**config.mk**
```make
export PLATFORM = sky130hd
export DESIGN_NAME = regfile_tagged
export DESIGN_NICKNAME = d
export VERILOG_FILES = /design/src/rtl/regfile_tagged.sv
export SDC_FILE = /design/constraint.sdc
export NUM_CORES = 2
export LEC_CHECK = 0
export ABC_CLOCK_PERIOD_IN_PS = 4000
export BUFFER_PORTS_ARGS = -buffer_cell sky130_fd_sc_hd__clkbuf_2
export CELL_PAD_IN_SITES_DETAIL_PLACEMENT = 1
export CELL_PAD_IN_SITES_GLOBAL_PLACEMENT = 2
export CORE_MARGIN = 2
export CORE_UTILIZATION = 42
export CTS_CLUSTER_DIAMETER = 150
export DETAILED_ROUTE_END_ITERATION = 8
export PLACE_DENSITY_LB_ADDON = 0.1
export SYNTH_ARGS = -nofsm -noshare
export SYNTH_HDL_FRONTEND = slang
export SYNTH_SLANG_ARGS = --single-unit
```
**constraint.sdc**
```tcl
create_clock -name clk -period 4 [get_ports clk]
set_input_delay 0.4 -clock clk [delete_from_list [all_inputs] [get_ports clk]]
set_output_delay 0.4 -clock clk [all_outputs]
set_load 0.005 [all_outputs]
```
**src/rtl/regfile_tagged.sv**
```systemverilog
// Tagged architectural register file with post-reset zeroing sweep.
// Optional same-cycle commit bypass on read ports: REGFILE_BYPASS_EN.
module regfile_tagged #(
    parameter int WIDTH = 32,
    parameter int DEPTH = 32,
    parameter int TAG_W = 4,
    parameter int NREAD = 2,
    localparam int AW = $clog2(DEPTH)
) (
    input  logic                   clk,
    input  logic                   rst,
    output logic                   ready,
    input  logic [NREAD-1:0]       rd_en,
    input  logic [NREAD*AW-1:0]    rd_addr,
    output logic [NREAD*WIDTH-1:0] rd_data,
    output logic [NREAD-1:0]       rd_busy,
    output logic [NREAD*TAG_W-1:0] rd_tag,
    input  logic                   iss_en,
    input  logic [AW-1:0]          iss_addr,
    input  logic [TAG_W-1:0]       iss_tag,
    input  logic                   cmt_en,
    input  logic [AW-1:0]          cmt_addr,
    input  logic [TAG_W-1:0]       cmt_tag,
    input  logic [WIDTH-1:0]       cmt_data,
    input  logic                   flush
);

    typedef enum logic {INIT, RUN} state_t;

    state_t state, state_n;
    logic [AW-1:0] cnt, cnt_n;

    logic [WIDTH-1:0] mem [DEPTH];
    logic [TAG_W-1:0] tag_q [DEPTH];
    logic [DEPTH-1:0] busy_q;

    logic run, init, cmt_wr, cmt_clr, iss_wr;

    always_ff @(posedge clk) begin
        if (rst) begin
            state <= INIT;
            cnt   <= '0;
        end else begin
            state <= state_n;
            cnt   <= cnt_n;
        end
    end

    always_comb begin
        state_n = state;
        cnt_n   = cnt;
        case (state)
            INIT: begin
                cnt_n = cnt + 1'b1;
                if (cnt == AW'(DEPTH - 1)) begin
                    state_n = RUN;
                    cnt_n   = '0;
                end
            end
            RUN: state_n = RUN;
            default: state_n = INIT;
        endcase
    end

    assign ready = (state == RUN);
    assign run   = ready && !rst;
    assign init  = (state == INIT);

    // A commit only retires the entry if no younger producer renamed it.
    assign cmt_wr  = cmt_en && (cmt_addr != '0);
    assign cmt_clr = cmt_wr && busy_q[cmt_addr] && (tag_q[cmt_addr] == cmt_tag);
    assign iss_wr  = iss_en && (iss_addr != '0) && !flush;

    always_ff @(posedge clk) begin
        if (init) begin
            mem[cnt] <= '0;
        end else if (run && cmt_wr) begin
            mem[cmt_addr] <= cmt_data;
        end
    end

    always_ff @(posedge clk) begin
        if (init) begin
            busy_q[cnt] <= 1'b0;
            tag_q[cnt]  <= '0;
        end else if (run) begin
            if (flush) begin
                busy_q <= '0;
                for (int i = 0; i < DEPTH; i++) begin
                    tag_q[i] <= '0;
                end
            end else begin
                if (cmt_clr) begin
                    busy_q[cmt_addr] <= 1'b0;
                    tag_q[cmt_addr]  <= '0;
                end
                // Issue after commit so a same-entry issue wins.
                if (iss_wr) begin
                    busy_q[iss_addr] <= 1'b1;
                    tag_q[iss_addr]  <= iss_tag;
                end
            end
        end
    end

    always_comb begin
        rd_data = '0;
        rd_busy = '0;
        rd_tag  = '0;
        for (int i = 0; i < NREAD; i++) begin
            logic [AW-1:0] a;
            a = rd_addr[i*AW +: AW];
            if (ready && rd_en[i] && (a != '0)) begin
                rd_data[i*WIDTH +: WIDTH] = mem[a];
                rd_busy[i]                = busy_q[a];
                rd_tag[i*TAG_W +: TAG_W]  = tag_q[a];
`ifdef REGFILE_BYPASS_EN
                if (cmt_wr && (cmt_addr == a)) begin
                    rd_data[i*WIDTH +: WIDTH] = cmt_data;
                    if (cmt_clr) begin
                        rd_busy[i]               = 1'b0;
                        rd_tag[i*TAG_W +: TAG_W] = '0;
                    end
                end
`endif
            end
        end
    end

endmodule

```
==> run_results.csv <==
group,metric,value,unit
outcome,outcome,"finished with violations",
outcome,violations,"design-rule violations",
clock_network,cts-resized-gates,0,
logic_synthesis,yosys_warnings,0,
logic_synthesis,synth_top_area_frac,0.5854,
clock_network,clkTransAtPathRegs,0.06,ns
drt,drt-initial-drc-count,4542,
grt,grt_pass1_vias,42620,
job,drv_cap,0,
grt,track_usage,0.3055,
worst_setup_path,crit_type,"reg2reg",
die,coreArea,143700,um^2
final_layout,drive_above_1_share,0.2446,
logic_synthesis,synth-edff-count,1184,
drt,ant_nets,0,
logic_synthesis,ys_types,54,
pwr,power.density,419.0,nW/um^2
clock_network,cts_root_buf,"clkbuf_16",
clock_network,hold_buffers,1,
timing,worstMarginPinSlew,1.205,ns
final_layout,diodes,0,
pwr,clkPwrFrac,0.428,
min_path,holdPathStages,3,
pwr,p_seq_frac,0.474,
die,pin_count,142,
timing,finalHoldViolations,0,
final_layout,num-fill-cells,13950,
worst_setup_path,cp.arrival,3.93,ns
worst_setup_path,path_max_fanout,17,
grt,grt.overflow.total,0,
min_path,min_from,"cmt_data[22]",
timing,finalSetupTns,0,ns
grt,grt_max_degree,72,
timing,finalSetupViolCount,0,
die,dieHeight,384.3,um
drt,vias,41990,
clock_network,clockBufferDepth,3,
drt,drtPass1Iterations,7,
pwr,power.leakage,0.02515,uW
placed_design,place_inst,6154,
final_layout,area_growth,15.38,%
grt,grt_first_pass_wirelength,321600,um
logic_synthesis,synth-seq-area-share,0.5873,
final_layout,nets,4464,
clock_network,clk_latency,0.78,ns
pwr,vdd_ir_drop_max,312.8,uV
timing,min_period_over_period,0.8865,
worst_setup_path,startpoint_type,"flip-flop",
pwr,p_sw,7248,uW
worst_setup_path,cp_top_family,"compound AO/OA/AOI/OAI gates",
worst_setup_path,rr_endpoint,"tag_q[25][1]",
final_layout,multi_input_area,23910,um^2
worst_setup_path,r2r_setup_slack,0.45,ns
die,dieArea,147700,um^2
drt,avgRoutedWirePerCell,35.51,um
timing,slew_viol_final,0,
placed_design,io_buffer_count,141,
drt,drt-total-wl,227100,um
logic_synthesis,ys_ff_latch,1190,
clock_network,numCtsBuffers,138,
final_layout,utilization,0.4878,
timing,slew_headroom,0.1969,
grt,grt_antenna_before_repair,7,
worst_setup_path,cp_num_buf_inv,1,
timing,rsz0062_at_grt,"no",
clock_network,htree_levels,4,
min_path,hold_class,"in2reg",
logic_synthesis,yosysTopAreaCell,"edfxtp_1",
logic_synthesis,synthFlopType,"edfxtp_1",
placed_design,gp_congestion,0.9167,
drt,drc_errors,9,
clock_network,clock_sinks,1190,
clock_network,cts_tree,"done",
placed_design,dpl.hpwl,144700,um
worst_setup_path,r2r-start,"tag_q[0][2]",
die,die_w,384.3,um
logic_synthesis,netlist_instances,4198,
drt,viasPerCell,6.565,
clock_network,cts_setup_buffers,0,
logic_synthesis,synth.avg_cell_area,14.47,um^2
min_path,worst_hold_path.endpoint,"mem[6][22]",
logic_synthesis,synth_area,60740,um^2
final_layout,final_cell_count_no_fill,6396,
pwr,comb_power_share,0.098,
die,num_rows,139,
logic_synthesis,synthTopCellsByArea,"edfxtp_1, mux4_2, mux2i_1, mux2_2, o21ai_0",
worst_setup_path,critPathMaxStageDelay,0.94,ns
pwr,swShare,0.2468,
timing,finalCriticalPeriod,3.546,ns
worst_setup_path,path_cells,"mux2i_1, o22ai_1, nor4_1, nand2_1, xor2_1, or3_1, buf_4, o41ai_1",
logic_synthesis,synth_async_sr_flop_share,0,
worst_setup_path,required,4.38,ns
die,initial_core_util,0.4228,
timing,fmax,282.0,MHz
worst_setup_path,reg2regPathDepth,8,
worst_setup_path,critPathCaptureType,"flip-flop",
final_layout,ff_latch_area,35670,um^2
timing,finClkSkew,0.03007,ns
worst_setup_path,slowest_stage,"o41ai_1",
pwr,intPower,22120,uW
[logic make-up after synthesis]
family / Yosys count / share of synthesized area
buffers and inverters: 350 / 0.02495
xor gates and xnor gates: 4 / 0.0005769
other: 1 / 0.00006174
AOI/OAI and AO/OA: 1011 / 0.1062
muxes: 960 / 0.2254
DFF: 1190 / 0.5873
adders and majority gates: 5 / 0.001030
and+or+nand+nor: 677 / 0.05443
[area by class of cell]
class                      instances  area share
tap                             1903     0.03398
inverter                           5   0.0002678
sequential                      1190      0.5091
multi-input combinational       2661      0.3411
clock inverter                    75     0.01080
clock buffer                     166     0.05199
timing repair buffer             396     0.05279
[through the flow]
step | total power, uW | cell area (um^2) | worst slack, ns | hold WS (ns)
after floorplan | 15790 | 60750 | 0.2465 | 0.5574
after global placement | 17000 | 65670 | 0.08412 | 0.5956
after detailed placement | 17020 | 65670 | 0.01061 | 0.6187
after CTS | 29510 | 70080 | 0.5637 | 0.1955
after global routing | 30120 | 70080 | 0.3016 | 0.2542
final | 29360 | 70080 | 0.4540 | 0.2433
[power groups by stage]
| stage | logic [uW] | registers, uW | clock network (uW) |
|---|---|---|---|
| finish | 2890 | 13900 | 12600 |
| global route | 3050 | 13900 | 13200 |
| CTS | 2880 | 13900 | 12700 |
| detailed placement | 2870 | 14200 | 0 |
| global placement | 2850 | 14100 | 0 |
| floorplan | 1720 | 14100 | 0 |
[sequential cells by signal (all words and copies together) (netlist names)]
signal / cells
ready: 1
tag_q: 128
busy_q: 32
mem: 1024
cnt: 5
[layer usage]
metal	routed length (um)	vias up	track usage
met5	13	-	0
li1	-	17490	-
met4	6205	2	0.08543
met1	99620	22440	0.4394
met3	15520	329	0.04903
met2	105700	1722	0.4806
[synth_stat cells, types with 8 or more instances]
cell      instances
a211oi_1         31
a21oi_1         192
a221oi_1        145
a22oi_1         144
a31oi_1          36
and2_1          159
buf_1            52
buf_2            53
buf_6            14
clkbuf_1        220
edfxtp_1       1184
mux2_2          144
mux2i_1         504
mux4_2          312
nand2_1          57
nand2b_1          8
nand3_1          39
nor2_1          311
nor2b_1          10
nor3_1           41
nor4_1            8
o211ai_1         73
o21ai_0         320
o22ai_1          32
o41ai_1          31
[tightest hold or removal path, stage by stage]
cell and delay, ns:
clkbuf_2 0.07, and2_1 0.12, buf_4 0.23
[how the worst max path moves through the flow]
stage	start	cells after the start	end
6_report	tag_q[0][2]	8	tag_q[25][1]
2_1_floorplan	cmt_addr[0]	8	tag_q[0][0]
3_5_place_dp	cmt_addr[0]	10	tag_q[25][1]
4_1_cts	busy_q[7]	6	rd_busy[1]
5_1_grt	tag_q[0][2]	8	tag_q[25][1]
3_3_place_gp	cmt_addr[0]	10	tag_q[4][1]
[placed cells by master, fill, tap and decap left out, drive strengths merged, types with 5 or more instances in the layout]
cell type / instances
a211oi: 31
a21oi: 192
a221oi: 145
a22oi: 144
a31oi: 36
and2: 159
buf: 264
bufinv: 13
clkbuf: 297
clkinv: 50
clkinvlp: 7
dfxtp: 6
edfxtp: 1184
ha: 5
inv: 10
mux2: 144
mux2i: 504
mux4: 312
nand2: 57
nand2b: 8
nand3: 39
nand4: 5
nor2: 311
nor2b: 10
nor3: 41
nor3b: 5
nor4: 8
o211ai: 73
o21ai: 321
o22ai: 32
o41ai: 31
or2: 5
or4bb: 6
Power figures use the tool's default switching activity.
